<file path="config.mk">
export PLATFORM = sky130hd
export DESIGN_NAME = slot_map12
export DESIGN_NICKNAME = d
export VERILOG_FILES = /design/src/rtl/slot_pkg.sv /design/src/rtl/slot_map12_dec12.sv /design/src/rtl/slot_map12.sv
export SDC_FILE = /design/constraint.sdc
export NUM_CORES = 1
export LEC_CHECK = 0
export CAP_MARGIN = 20
export CELL_PAD_IN_SITES_DETAIL_PLACEMENT = 0
export CELL_PAD_IN_SITES_GLOBAL_PLACEMENT = 1
export CORE_MARGIN = 1
export CORE_UTILIZATION = 43
export DETAILED_ROUTE_END_ITERATION = 16
export PLACE_DENSITY_LB_ADDON = 0.1
export SYNTH_ARGS = -nofsm -noshare
export SYNTH_HDL_FRONTEND = slang
export SYNTH_HIERARCHICAL = 1
export SYNTH_SLANG_ARGS = --single-unit
export TNS_END_PERCENT = 1
</file>
<file path="constraint.sdc">
create_clock -name clk -period 10.9 [get_ports clk]
set_input_delay 2.725 -clock clk [delete_from_list [all_inputs] [get_ports clk]]
set_output_delay 2.725 -clock clk [all_outputs]
set_load 0.01 [all_outputs]
</file>
<file path="src/rtl/slot_pkg.sv">
// Shared types and constants for the twelve-slot occupancy tracker.
// Imported by dec12 and slot_map12.
package slot_pkg;

  localparam int SLOTS = 12;
  localparam int QDEPTH = 4;

  typedef logic [3:0] slot_idx_t;
  typedef logic [11:0] slot_map_t;
  typedef logic [1:0] qptr_t;
  typedef logic [2:0] qcnt_t;

  localparam slot_idx_t IDX_NONE = 4'd15;
  localparam slot_idx_t IDX_LAST = 4'd11;

endpackage

</file>
<file path="src/rtl/slot_map12_dec12.sv">
// Index to one-hot decoder for twelve slots.
// Ports: idx_i (4b) -> mask_o (12b one-hot), illegal_o (index 12..14).
module dec12
  import slot_pkg::*;
(
  input  logic [3:0]  idx_i,
  output logic [11:0] mask_o,
  output logic        illegal_o
);

  always_comb begin
    mask_o    = '0;
    illegal_o = 1'b0;
    if (idx_i <= IDX_LAST) begin
      mask_o = slot_map_t'(1) << idx_i;
    end else if (idx_i != IDX_NONE) begin
      illegal_o = 1'b1;
    end
  end

endmodule

</file>
<file path="src/rtl/slot_map12.sv">
// Twelve-slot occupancy map with queued releases, count and sticky error.
// Ports: clk, rst_n (sync low), flush_i, set_v_i/set_idx_i,
// clr_v_i/clr_idx_i/clr_rdy_o, map_o, cnt_o, full_o, empty_o,
// err_o, err_clr_i.
module slot_map12
  import slot_pkg::*;
(
  input  logic        clk,
  input  logic        rst_n,
  input  logic        flush_i,
  input  logic        set_v_i,
  input  logic [3:0]  set_idx_i,
  input  logic        clr_v_i,
  input  logic [3:0]  clr_idx_i,
  output logic        clr_rdy_o,
  output logic [11:0] map_o,
  output logic [3:0]  cnt_o,
  output logic        full_o,
  output logic        empty_o,
  output logic        err_o,
  input  logic        err_clr_i
);

  slot_map_t map_q, map_d;
  logic [3:0] cnt_q, cnt_d;
  logic       err_q, err_d;

  slot_idx_t mem_q [QDEPTH];
  slot_idx_t mem_d [QDEPTH];
  qptr_t     wp_q, wp_d;
  qptr_t     rp_q, rp_d;
  qcnt_t     qc_q, qc_d;

  slot_map_t set_mask, drn_mask;
  logic      set_ill, drn_ill;

  logic      push, drain, ovf;
  slot_map_t map_clr;
  logic      drn_hit, drn_miss;
  logic      set_new, set_dup;
  logic      new_err;

  dec12 u_dec_set (
    .idx_i     (set_idx_i),
    .mask_o    (set_mask),
    .illegal_o (set_ill)
  );

  dec12 u_dec_drn (
    .idx_i     (mem_q[rp_q]),
    .mask_o    (drn_mask),
    .illegal_o (drn_ill)
  );

  assign clr_rdy_o = (qc_q < qcnt_t'(QDEPTH));

  always_comb begin
    push  = clr_v_i && clr_rdy_o;
    ovf   = clr_v_i && !clr_rdy_o;
    drain = (qc_q != '0);

    // Drain is applied to the map before the set is considered.
    map_clr  = drain ? (map_q & ~drn_mask) : map_q;
    drn_hit  = drain && ((map_q & drn_mask) != '0);
    drn_miss = drain && (drn_mask != '0) && !drn_hit;

    set_new = set_v_i && (set_mask != '0)
              && ((map_clr & set_mask) == '0);
    set_dup = set_v_i && ((map_clr & set_mask) != '0);

    new_err = ovf || drn_miss || set_dup
              || (set_v_i && set_ill)
              || (drain && drn_ill);

    map_d = map_clr | (set_v_i ? set_mask : '0);
    cnt_d = cnt_q - {3'b0, drn_hit} + {3'b0, set_new};

    if (new_err) err_d = 1'b1;
    else if (err_clr_i) err_d = 1'b0;
    else err_d = err_q;

    mem_d = mem_q;
    wp_d  = wp_q;
    rp_d  = rp_q;
    if (push) begin
      mem_d[wp_q] = clr_idx_i;
      wp_d = wp_q + 2'd1;
    end
    if (drain) rp_d = rp_q + 2'd1;
    qc_d = qc_q + {2'b0, push} - {2'b0, drain};

    if (flush_i) begin
      map_d = '0;
      cnt_d = '0;
      err_d = 1'b0;
      wp_d  = '0;
      rp_d  = '0;
      qc_d  = '0;
    end
  end

  always_ff @(posedge clk) begin
    if (!rst_n) begin
      map_q <= '0;
      cnt_q <= '0;
      err_q <= 1'b0;
      wp_q  <= '0;
      rp_q  <= '0;
      qc_q  <= '0;
      for (int i = 0; i < QDEPTH; i++) mem_q[i] <= '0;
    end else begin
      map_q <= map_d;
      cnt_q <= cnt_d;
      err_q <= err_d;
      wp_q  <= wp_d;
      rp_q  <= rp_d;
      qc_q  <= qc_d;
      for (int i = 0; i < QDEPTH; i++) mem_q[i] <= mem_d[i];
    end
  end

  assign map_o   = map_q;
  assign cnt_o   = cnt_q;
  assign err_o   = err_q;
  assign full_o  = (cnt_q == 4'(SLOTS));
  assign empty_o = (cnt_q == 4'd0);

endmodule

</file>
Word level (Yosys, flattened, before mapping)
Index checks and enable logic that the tools add are counted.

word-level totals
  input bits = 14
  word-level logic and storage cells = 77
  bits in registers = 40
  output and inout bits = 20

cells by class
  bitwise operators = 8
  reduce and logical (&&, ||, !) cells = 26
  $lt $le $gt $ge = 6
  equal/unequal tests = 3
  shift-type cells = 2
  $add $sub $neg = 6
  muxes and demuxes = 16

operator list
  kind                                              count
  2-to-1 mux 12 bit                                 4
  nonzero test 12 bit                               4
  bitwise AND 12 bit                                3
  left shift 1 x 4 -> 12 bit, first input constant  2
  bitwise mux 16 bit                                1
  zero test 12 bit                                  1
  2-to-1 mux 4 bit                                  3
  inverter 12 bit                                   1
  OR 12 bit                                         1
  logical AND 1 bit                                 11
  binary-select mux 4 bit (select 2 bit)            1
  demux 4 bit (select 2 bit)                        1
  <= comparator 4 bit, second input constant        2
  inequality test 4 bit, second input constant      2
  >= comparator 3 bit, second input constant        2
  2-to-1 mux 1 bit                                  6
  inverter 2 -> 3 bit                               2
  adder 2 x 1 -> 2 bit, second input constant       2
  adder 4 x 1 -> 4 bit                              1
  == test 4 bit, second input constant              1
  zero test 4 bit                                   1
  logical OR 1 bit                                  4
  subtractor 4 x 1 -> 4 bit                         1
  adder 3 x 1 -> 3 bit                              1
  other kinds (8)                                   9

Depth between registers and ports, before layout
Gate-level depths: netlist of run 1.

  depth in word-level cells = 16
  mapped depth = 16
  mapped depth without buffers = 15

Modules after synthesis
The synthesis of run 1 kept the hierarchy.

modules (own cells, without submodules)
  module      sequential area each (um^2)  cells each  area each (um^2)  instances
  slot_map12  800.8                        246         2109.5            1
  dec12       0.0                          20          98.8              2

Worst setup path before layout of run 1
OpenSTA, ideal clock, no wires.

  kind = input to register
  start = input port set_idx_i[3]
  end = register cnt_q[2], in the netlist cnt_o[2]
  setup time = 128 ps
  path buffers = 0
  stages = 14
  arrival time = 4863 ps
  slack = 5910 ps
  data required time = 10772 ps
  path through = nand2b_1 -> nor3_1 -> nand2_1 -> a21oi_1 -> or4_1 -> nor3_1 -> nand3_1 -> ha_1 -> inv_1 -> ha_1 -> inv_1 -> fa_1 -> xor2_1 -> nor2_1

on the way
  longest elaborated chain between the ends = 6
  elaborated cells between the ends (all ways) = 9
  those cells by class = add/sub: 1; order compare: 1; shift: 1; mux: 1; bitwise: 1; reduce/logical: 4

ends and longest elaborated chain
  item                                                                      line                                            RTL
  start: declaration                                                        slot_map12.sv:12                                input logic [3:0] set_idx_i,
  <= comparator 4 bit / left shift 1 x 4 -> 12 bit (equally long branches)  slot_map12_dec12.sv:14, slot_map12_dec12.sv:15
  2-to-1 mux 12 bit (*)                                                     slot_map12_dec12.sv:14                          if (idx_i <= IDX_LAST) begin
  via set_mask[1]                                                           slot_map12.sv:34                                slot_map_t set_mask, drn_mask;
  bitwise AND 12 bit / nonzero test 12 bit (equally long branches)          slot_map12.sv:68, slot_map12.sv:67
  zero test 12 bit / logical AND 1 bit (equally long branches)              slot_map12.sv:68, slot_map12.sv:67
  logical AND 1 bit (*)                                                     slot_map12.sv:68                                && ((map_clr & set_mask) == '0);
  adder 4 x 1 -> 4 bit (*)                                                  slot_map12.sv:76                                cnt_d = cnt_q - {3'b0, drn_hit} + {3'b0, set_new};
  end signal: assignment                                                    slot_map12.sv:113                               cnt_q <= cnt_d;
  end: declaration                                                          slot_map12.sv:25                                logic [3:0] cnt_q, cnt_d;

Mark *: on every way through the listed nets, which the timed path passes. The rest lies on a longest branch.
A chain may end at the register's enable or synchronous reset.

Final worst setup path of run 1
Ends and elaborated chain as after synthesis.

==> flow_metrics.py, run 1 <==
metrics = {
    "status": {
        "status": "completed",
    },
    "routing": {
        "drt-initial-drc-count": 188,
        "firstDrtPassIters": 4,
        "wl_met1_mm": 2.55,
        "vias_per_cell": 5.44,
        "detail_route.wl_per_cell_um": 14.5,
        "drc": 0,
        "vias": 2099,
        "met2WireLength_mm": 2.58,
        "top_layer": "met4",
        "ant_nets": 0,
        "wirelength_mm": 5.61,
        "dr_wl_met3_um": 249,
    },
    "synth": {
        "ys_top_cells_by_area": "dfxtp_1 35%, nand2_1 7.0%, ha_1 6.5%",
        "ys_async_sr_fraction_pct": 0,
        "synth_area_um2": 2310,
        "yosys.area.top_type_share_pct": 34.7,
        "ys_ff_latch": 40,
        "postSynthCellCount": 286,
        "synth_largest_area_cell": "dfxtp_1",
        "synth_edf_count": 0,
        "ys.warnings.count": 6,
        "syn_area_per_cell_um2": 8.07,
        "ys_types": 35,
        "yosysMostFrequentCell": "nand2_1",
        "syn-num-nets": 314,
        "ys.flop_type": "dfxtp_1",
        "ys_top_cells_by_count": "43 x nand2_1, 40 x dfxtp_1, 35 x nor2_1",
        "yosysSeqAreaShare_pct": 34.7,
    },
    "floorplan": {
        "coreArea_um2": 5140,
        "fp-row-count": 26,
        "start_util_pct": 44.9,
        "io_pins": 34,
        "die_area_um2": 5660,
        "die_w_um": 75.3,
        "chipHeight_um": 75.3,
    },
    "timing": {
        "rsz0062_at_grt": "false",
        "setup-tns-final_ns": 0,
        "finalCritPeriodShare_pct": 51.3,
        "hold_viol": 0,
        "fin_skew_ns": 0.00403,
        "period_needed_ns": 5.59,
        "setup_viol": 0,
        "drv_slew": 0,
        "timing.fmax_mhz": 179,
        "worst_pin_slew_ns": 0.955,
        "maxSlewHeadroom_pct": 36.3,
    },
    "layout": {
        "fin_nets": 343,
        "areaGrowthSynthToFinish_pct": 21.3,
        "fill_cells": 534,
        "stdcell_area_um2": 2800,
        "n_antenna_cell": 0,
        "drive_gt1_share_pct": 5.70,
        "multi_input_area_um2": 1400,
        "seq_area_um2": 801,
    },
    "pwr": {
        "p_clk_share_pct": 29.6,
        "p_int_uw": 297,
        "switchingPower_uw": 156,
        "ir_worst_vdd_uv": 81.0,
        "power_leakage_uw": 0.000976,
        "comb_power_share_pct": 32.1,
        "power_density_nw_per_um2": 162,
        "pwr-share-seq_pct": 38.2,
        "swShare_pct": 34.4,
    },
    "grt": {
        "antenna_found_initial": 0,
        "grt.total_usage_pct": 23.0,
        "grt_pass1_wl_mm": 9.74,
        "grt_max_degree": 25,
        "overflow": 0,
        "grt_pass1_vias": 2003,
    },
    "setup_path": {
        "slowest_stage": "clkdlybuf4s50_1",
        "crit_arrival_ns": 5.75,
        "path_cells": "clkdlybuf4s50_1 > nand2b_1 > nor3_1 > nand2_1 > a21oi_1 > or4_1 > nor3_1 > nand3_1 > ha_1 > inv_1 > ha_1 > inv_1 > fa_1 > xor2_1 > nor2_1",
        "cp-end-kind": "register",
        "crit_path_start_kind": "input port",
        "worst-path-buf-inv": 3,
        "slowest_delay_ns": 0.60,
        "path_max_fanout": 8,
        "cpLargestDelayFamily": "simple AND/OR/NAND/NOR gates",
        "critPathKind": "input port to register",
        "crit_required_ns": 11.05,
    },
    "clocking": {
        "cts_tree": "done",
        "postCtsSetupBuffers": 0,
        "path_clk_slew_ns": 0.08,
        "clock-sinks": 40,
        "h-tree-depth": 2,
        "cts_resized": 0,
        "cts_buffer_depth": 2,
        "ctsHoldBuffers": 0,
        "insertion_delay_ns": 0.30,
        "cts_buffers": 5,
        "clockRootBuffer": "clkbuf_8",
    },
    "flow_run": {
        "cap_violations": 0,
    },
    "placement": {
        "placed_area_um2": 2670,
        "io_buffers": 33,
        "place_hpwl_mm": 4.20,
        "place_congestion": 0.901,
    },
    "worst_hold_path": {
        "hold_path_class": "register to register",
    },
}
[per-layer routing]
layer | global-route usage, % | vias up
li1 | - | 1073
met1 | 30.0 | 946
met2 | 35.8 | 61
met3 | 4.69 | 19
met4 | 12.3 | 0
met5 | 0 | -
[worst reg2reg max path: stages (launching register included)]
cell	delay, ns
dfxtp_1	0.51
mux4_2	0.65
nand2b_1	0.24
nor3_1	0.44
a21oi_1	0.13
or4_1	0.59
nor3_1	0.17
nand3_1	0.11
ha_1	0.31
inv_1	0.06
ha_1	0.15
inv_1	0.05
fa_1	0.37
xor2_1	0.15
nor2_1	0.05
[cell usage in the layout, fill, tap and decap left out, types with 2 or more instances in the layout]
cell,count
nor3b_1,3
ha_1,12
a22oi_1,12
nor2_1,35
nand2b_1,7
inv_1,15
clkdlybuf4s50_1,33
xor2_1,2
a22o_1,3
fa_1,2
xnor2_1,4
a21boi_0,16
nand2_1,43
o31ai_1,4
nor4_1,8
clkbuf_8,7
mux4_2,4
dfxtp_1,40
a221oi_1,3
nor3_1,13
nand3_1,22
a21oi_1,13
nand2b_2,2
[path summary, 6_finish.rpt]
check / cells after the start / from / endpoint / slack (ns)
max reg2reg: 14 / rp_q[0]$_SDFFE_PP0N_ / cnt_o[2]$_SDFF_PP0_ / 6.77
min reg2reg: 2 / mem_q[9]$_SDFFE_PN0P_ / mem_q[9]$_SDFFE_PN0P_ / 0.47
min: 2 / mem_q[9]$_SDFFE_PN0P_ / mem_q[9]$_SDFFE_PN0P_ / 0.47
max: 15 / set_idx_i[3] / cnt_o[2]$_SDFF_PP0_ / 5.31
[power groups by stage]
| stage | Combinational, uW | Clock (uW) | Sequential, uW |
|---|---|---|---|
| 3_3_place_gp | 145 | 0 | 177 |
| 5_1_grt | 169 | 145 | 176 |
| 4_1_cts | 146 | 138 | 174 |
| 3_5_place_dp | 145 | 0 | 177 |
| 6_report | 145 | 134 | 173 |
| 2_1_floorplan | 124 | 0 | 171 |
[stage by stage]
step           setup WS, ns  total power, uW  hold slack (ns)  utilization (%)  instances
2_1_floorplan          5.91              296            0.440                -        286
6_report               5.31              453            0.467             54.5        386
5_1_grt                5.03              490            0.491             54.5        386
4_1_cts                5.32              458            0.472             54.5        386
3_3_place_gp           5.06              321            0.453             52.0        378
3_5_place_dp           5.02              323            0.458             52.0        378
[area by class of cell]
type                       count  share of cell area (%)
inverter                      15                    2.01
clock buffer                   7                    3.44
clock inverter                 1                    1.07
tap                           70                    3.13
multi-input combinational    220                    49.9
timing repair buffer          33                    11.8
sequential                    40                    28.6
[registers in the layout (all words and copies together), names as in the netlist]
register	flops
qc_q	3
rp_q	2
cnt_o	4
err_o	1
wp_q	2
mem_q	16
map_o	12
[cells by family after synthesis]
logic type,count (synthesis),share of synthesized area (%)
buffers and inverters,26,4.72
and+or+nand+nor,140,28.5
adders and majority gates,14,8.24
DFF,40,34.7
xor gates and xnor gates,6,2.28
AOI/OAI and AO/OA,56,17.6
muxes,4,3.90
Note: power is estimated with default switching activity, not from simulation.
==> inputs of run 2 (changes only) <==
Settings changed: CORE_UTILIZATION 43 to 40.
Clock period 10.9 ns to 5.6 ns, I/O delays scaled along.
==> flow_metrics.py, run 2 (same netlist as run 1, synthesis figures left out) <==
metrics = {
    "status": {
        "status": "completed",
    },
    "pwr": {
        "ir_worst_vdd_uv": 148,
        "power_density_nw_per_um2": 309,
        "power_leakage_uw": 0.000971,
    },
    "clocking": {
        "cts_buffers": 5,
        "cts_buffer_depth": 2,
        "h-tree-depth": 2,
        "cts_tree": "done",
        "path_clk_slew_ns": 0.08,
        "ctsHoldBuffers": 0,
        "insertion_delay_ns": 0.29,
        "postCtsSetupBuffers": 0,
        "clockRootBuffer": "clkbuf_8",
        "clock-sinks": 40,
        "cts_resized": 0,
    },
    "grt": {
        "overflow": 0,
        "grt.total_usage_pct": 19.9,
        "grt_pass1_wl_mm": 9.46,
        "grt_pass1_vias": 2018,
        "grt_max_degree": 25,
        "antenna_found_initial": 0,
    },
    "worst_hold_path": {
        "hold_path_class": "register to register",
    },
    "timing": {
        "setup_viol": 0,
        "period_needed_ns": 4.25,
        "hold_viol": 0,
        "fin_skew_ns": 0.00735,
        "finalCritPeriodShare_pct": 75.8,
        "timing.fmax_mhz": 235,
        "drv_slew": 0,
        "maxSlewHeadroom_pct": 36.3,
        "setup-tns-final_ns": 0,
        "rsz0062_at_grt": "false",
        "worst_pin_slew_ns": 0.955,
    },
    "floorplan": {
        "coreArea_um2": 5540,
        "start_util_pct": 41.6,
        "io_pins": 34,
        "die_w_um": 77.9,
        "fp-row-count": 27,
        "chipHeight_um": 77.9,
        "die_area_um2": 6080,
    },
    "routing": {
        "wl_met1_mm": 2.55,
        "vias": 2081,
        "met2WireLength_mm": 2.68,
        "vias_per_cell": 5.35,
        "ant_nets": 0,
        "top_layer": "met4",
        "drc": 0,
        "firstDrtPassIters": 4,
        "detail_route.wl_per_cell_um": 14.4,
        "wirelength_mm": 5.61,
        "drt-initial-drc-count": 122,
        "dr_wl_met3_um": 219,
    },
    "layout": {
        "stdcell_area_um2": 2790,
        "fin_nets": 344,
        "max_flop_register": "mem_q",
        "instances_no_fill": 389,
        "final_util_pct": 50.4,
        "layout_common_cells": "43 x nand2_1, 40 x dfxtp_1, 35 x nor2_1, 33 x clkdlybuf4s50_1, 22 x nand3_1",
        "n_antenna_cell": 0,
        "final_common_cell": "nand2_1",
        "drive_gt1_share_pct": 5.99,
        "largest_reg_flops": 16,
        "areaGrowthSynthToFinish_pct": 21.1,
    },
    "setup_path": {
        "cp-end-kind": "register",
        "crit_arrival_ns": 4.39,
        "path_max_fanout": 8,
        "slowest_delay_ns": 0.60,
        "crit_path_start_kind": "input port",
        "crit_required_ns": 5.75,
        "critPathKind": "input port to register",
        "path_cells": "clkdlybuf4s50_1 > nand2b_1 > nor3_1 > nand2_1 > a21oi_1 > or4_1 > nor3_1 > nand3_1 > ha_1 > inv_1 > ha_1 > inv_1 > fa_1 > xor2_1 > nor2_1",
        "slowest_stage": "clkdlybuf4s50_1",
    },
    "flow_run": {
        "cap_violations": 0,
    },
    "placement": {
        "place_congestion": 0.852,
        "place_hpwl_mm": 4.28,
        "io_buffers": 33,
        "place_inst": 381,
        "placed_area_um2": 2680,
    },
}
## run 2: final cells by class
cell class / count / area [um^2]
clock buffer: 5 / 68.8
clock inverter: 3 / 42.5
fill: 542 / 2750
inverter: 15 / 56.3
multi-input combinational: 220 / 1400
sequential: 40 / 801
tap: 72 / 90.1
timing repair buffer: 34 / 338
## run 2: power breakdown
part           internal [uW]  switching (uW)
clock                    132             105
combinational            116             170
sequential               306            33.1
## run 2: final timing paths
path / depth (start not counted) / start / slack (ns) / to
min reg2reg: 2 / mem_q[15]$_SDFFE_PN0P_ / 0.47 / mem_q[15]$_SDFFE_PN0P_
max reg2reg: 13 / rp_q[0]$_SDFFE_PP0N_ / 1.51 / cnt_o[2]$_SDFF_PP0_
max: 15 / set_idx_i[3] / 1.35 / cnt_o[2]$_SDFF_PP0_
min: 2 / mem_q[15]$_SDFFE_PN0P_ / 0.47 / mem_q[15]$_SDFFE_PN0P_
## run 2: worst max-delay path, delay by kind of cell
kind,cells,cell delay (ns)
simple gates,7,1.28
compound gates,1,0.04
xor+xnor,1,0.14
buf+inv,3,0.72
fa+ha+maj,3,0.82
## run 2: routing by layer
metal / up-vias / global-route usage, %
li1: 1070 / -
met2: 60 / 34.4
met4: 0 / 8.89
met3: 12 / 3.65
met5: - / 0
met1: 939 / 23.8
## run 2: through the flow
stage	hold WS [ns]	power (uW)	worst slack, ns
floorplan	0.440	575	1.88
global placement	0.454	631	1.08
detailed placement	0.462	631	1.06
CTS	0.474	874	1.37
global route	0.494	924	1.14
finish	0.469	862	1.35
==> inputs of run 3 (changes only) <==
Settings changed: CORE_UTILIZATION 40 to 36.
Clock period 5.6 ns to 3.7 ns, I/O delays scaled along.
==> flow_metrics.py, run 3 (same netlist as run 1, synthesis figures left out) <==
metrics = {
    "layout": {
        "drive_gt1_share_pct": 21.8,
        "areaGrowthSynthToFinish_pct": 40.1,
        "seq_area_um2": 802,
        "multi_input_area_um2": 1470,
        "fin_nets": 390,
        "fill_cells": 594,
        "final_common_cell": "buf_4",
        "layout_common_cells": "46 x buf_4, 43 x nand2_1, 39 x dfxtp_1, 33 x nor2_1, 30 x clkdlybuf4s50_1",
        "n_antenna_cell": 0,
        "largest_reg_flops": 16,
        "max_flop_register": "mem_q",
        "final_util_pct": 53.3,
    },
    "timing": {
        "drv_slew": 0,
        "period_needed_ns": 3.57,
        "hold_viol": 0,
        "setup_viol": 0,
        "maxSlewHeadroom_pct": 59.0,
        "finalCritPeriodShare_pct": 96.4,
        "rsz0062_at_grt": "true",
        "fin_hold_ws_ns": 0.462,
        "setup-tns-final_ns": 0,
        "timing.fmax_mhz": 280,
        "setup_ws_ns": 0.132,
        "fin_skew_ns": 0.00430,
        "worst_pin_slew_ns": 0.616,
    },
    "pwr": {
        "comb_power_share_pct": 38.5,
        "power_leakage_uw": 0.00127,
        "p_total_uw": 1410,
        "pwr-share-seq_pct": 35.8,
        "power_density_nw_per_um2": 437,
        "ir_worst_vdd_uv": 315,
        "p_int_uw": 906,
        "swShare_pct": 35.9,
        "switchingPower_uw": 507,
        "p_clk_share_pct": 25.7,
    },
    "status": {
        "status": "completed",
    },
    "floorplan": {
        "die_area_um2": 6730,
        "fp-row-count": 28,
        "coreArea_um2": 6060,
        "die_w_um": 82.1,
        "io_pins": 34,
        "start_util_pct": 38.1,
        "chipHeight_um": 82.1,
    },
    "clocking": {
        "path_clk_slew_ns": 0.08,
        "cts_tree": "done",
        "cts_buffer_depth": 2,
        "clock-sinks": 40,
        "clockRootBuffer": "clkbuf_8",
        "insertion_delay_ns": 0.30,
        "cts_buffers": 5,
        "h-tree-depth": 2,
        "ctsHoldBuffers": 0,
    },
    "setup_path": {
        "critPathKind": "register to register",
        "crit_path_start_kind": "register",
        "r2r_slack_ns": 0.13,
        "crit_arrival_ns": 3.77,
        "crit_required_ns": 3.90,
        "cpLargestDelayFamily": "simple AND/OR/NAND/NOR gates",
        "worst-path-buf-inv": 4,
        "cp-end-kind": "register",
        "reg2reg_from": "rp_q[0]$_SDFFE_PP0N_",
        "ff2ff_path_depth": 14,
        "timing.rr.end": "cnt_o[1]$_SDFF_PP0_",
        "slowest_delay_ns": 0.58,
        "slowest_stage": "mux4_2",
        "path_max_fanout": 6,
        "path_cells": "buf_12 > mux4_2 > buf_4 > nor4_2 > a21oi_1 > or4_4 > nor3_2 > nand3_1 > ha_1 > inv_1 > ha_1 > inv_1 > fa_2 > nor2_1",
    },
    "grt": {
        "overflow": 0,
        "grt_pass1_vias": 2122,
        "antenna_found_initial": 0,
        "grt.total_usage_pct": 20.8,
        "grt_max_degree": 24,
        "grt_pass1_wl_mm": 10.4,
    },
    "placement": {
        "place_hpwl_mm": 4.90,
        "pre_cts_slack_ns": -0.288,
        "place_congestion": 0.865,
        "io_buffers": 33,
    },
    "routing": {
        "wirelength_mm": 6.44,
        "ant_nets": 0,
        "vias_per_cell": 5.20,
        "firstDrtPassIters": 4,
        "drt-initial-drc-count": 149,
        "drc": 0,
        "vias": 2277,
        "detail_route.wl_per_cell_um": 14.7,
    },
    "worst_hold_path": {
        "worstHoldPathCells": 2,
        "hold_path_class": "register to register",
        "hold_path_end": "mem_q[9]$_SDFFE_PN0P_",
        "holdCritStartpoint": "mem_q[9]$_SDFFE_PN0P_",
    },
    "flow_run": {
        "cap_violations": 0,
    },
}
## run 3: cell types whose count changed in the layout (fill, tap and decap cells not counted), moves of 2 or more
cell / before / now
buf_4: 1 / 46
nor3_1: 13 / 8
nor3_2: 0 / 5
clkdlybuf4s50_1: 33 / 30
dlymetal6s2s_1: 0 / 3
nand2b_1: 7 / 5
nand2b_4: 0 / 2
nor2_1: 35 / 33
## run 3: power groups by stage
| stage | combinational, uW | sequential, uW | clock (uW) |
|---|---|---|---|
| floorplan | 368 | 504 | 0 |
| global placement | 510 | 514 | 0 |
| detailed placement | 512 | 516 | 0 |
| CTS | 515 | 506 | 376 |
| global route | 605 | 513 | 393 |
| finish | 543 | 506 | 363 |
## run 3: per-stage QoR
stage / instance area [um^2] / instances
finish: 3230 / 438
global route: 3230 / 438
CTS: 3140 / 436
detailed placement: 3030 / 428
global placement: 3030 / 428
floorplan: 2310 / 286
## run 3: timing repair
action | in CTS | in global routing
endpoints found under the setup margin | 0 | 3
buffers inserted | 0 | 2
gates resized for setup | 0 | 19
## run 3: how the worst max path moves through the flow
stage / endpoint / slack [ns] / start / cells after the start
2_1_floorplan: cnt_o[2]$_SDFF_PP0_ / 0.10 / rp_q[0]$_SDFFE_PP0N_ / 15
3_3_place_gp: cnt_o[2]$_SDFF_PP0_ / -0.24 / set_idx_i[2] / 15
3_5_place_dp: cnt_o[2]$_SDFF_PP0_ / -0.29 / set_idx_i[2] / 15
4_1_cts: cnt_o[2]$_SDFF_PP0_ / 0.02 / rp_q[0]$_SDFFE_PP0N_ / 15
5_1_grt: cnt_o[1]$_SDFF_PP0_ / -0.03 / rp_q[0]$_SDFFE_PP0N_ / 16
6_report: cnt_o[1]$_SDFF_PP0_ / 0.13 / rp_q[0]$_SDFFE_PP0N_ / 14
## run 3: layout make-up
class,count,share of cell area (%)
multi-input cells,220,45.5
clock inverters,2,1.08
clock buffers,6,2.24
flip-flops and latches,40,24.8
well taps,75,2.90
inverters,15,1.74
repair buffers,80,21.7
## run 3: tightest hold or removal path, stage by stage, from the launching register on
cell and delay [ns]:
dfxtp_1 0.31, nand2_1 0.04, a21boi_0 0.06
## run 3: per-layer routing
| metal | track usage, % | wire length, um | share of wire [%] | up-vias |
|---|---|---|---|---|
| li1 | - | - | - | 1162 |
| met1 | 27.0 | 2970 | 46 | 1038 |
| met2 | 33.4 | 3020 | 47 | 65 |
| met3 | 3.67 | 303 | 4.7 | 12 |
| met4 | 9.47 | 147 | 2.3 | 0 |
| met5 | 0 | 0 | 0 | - |
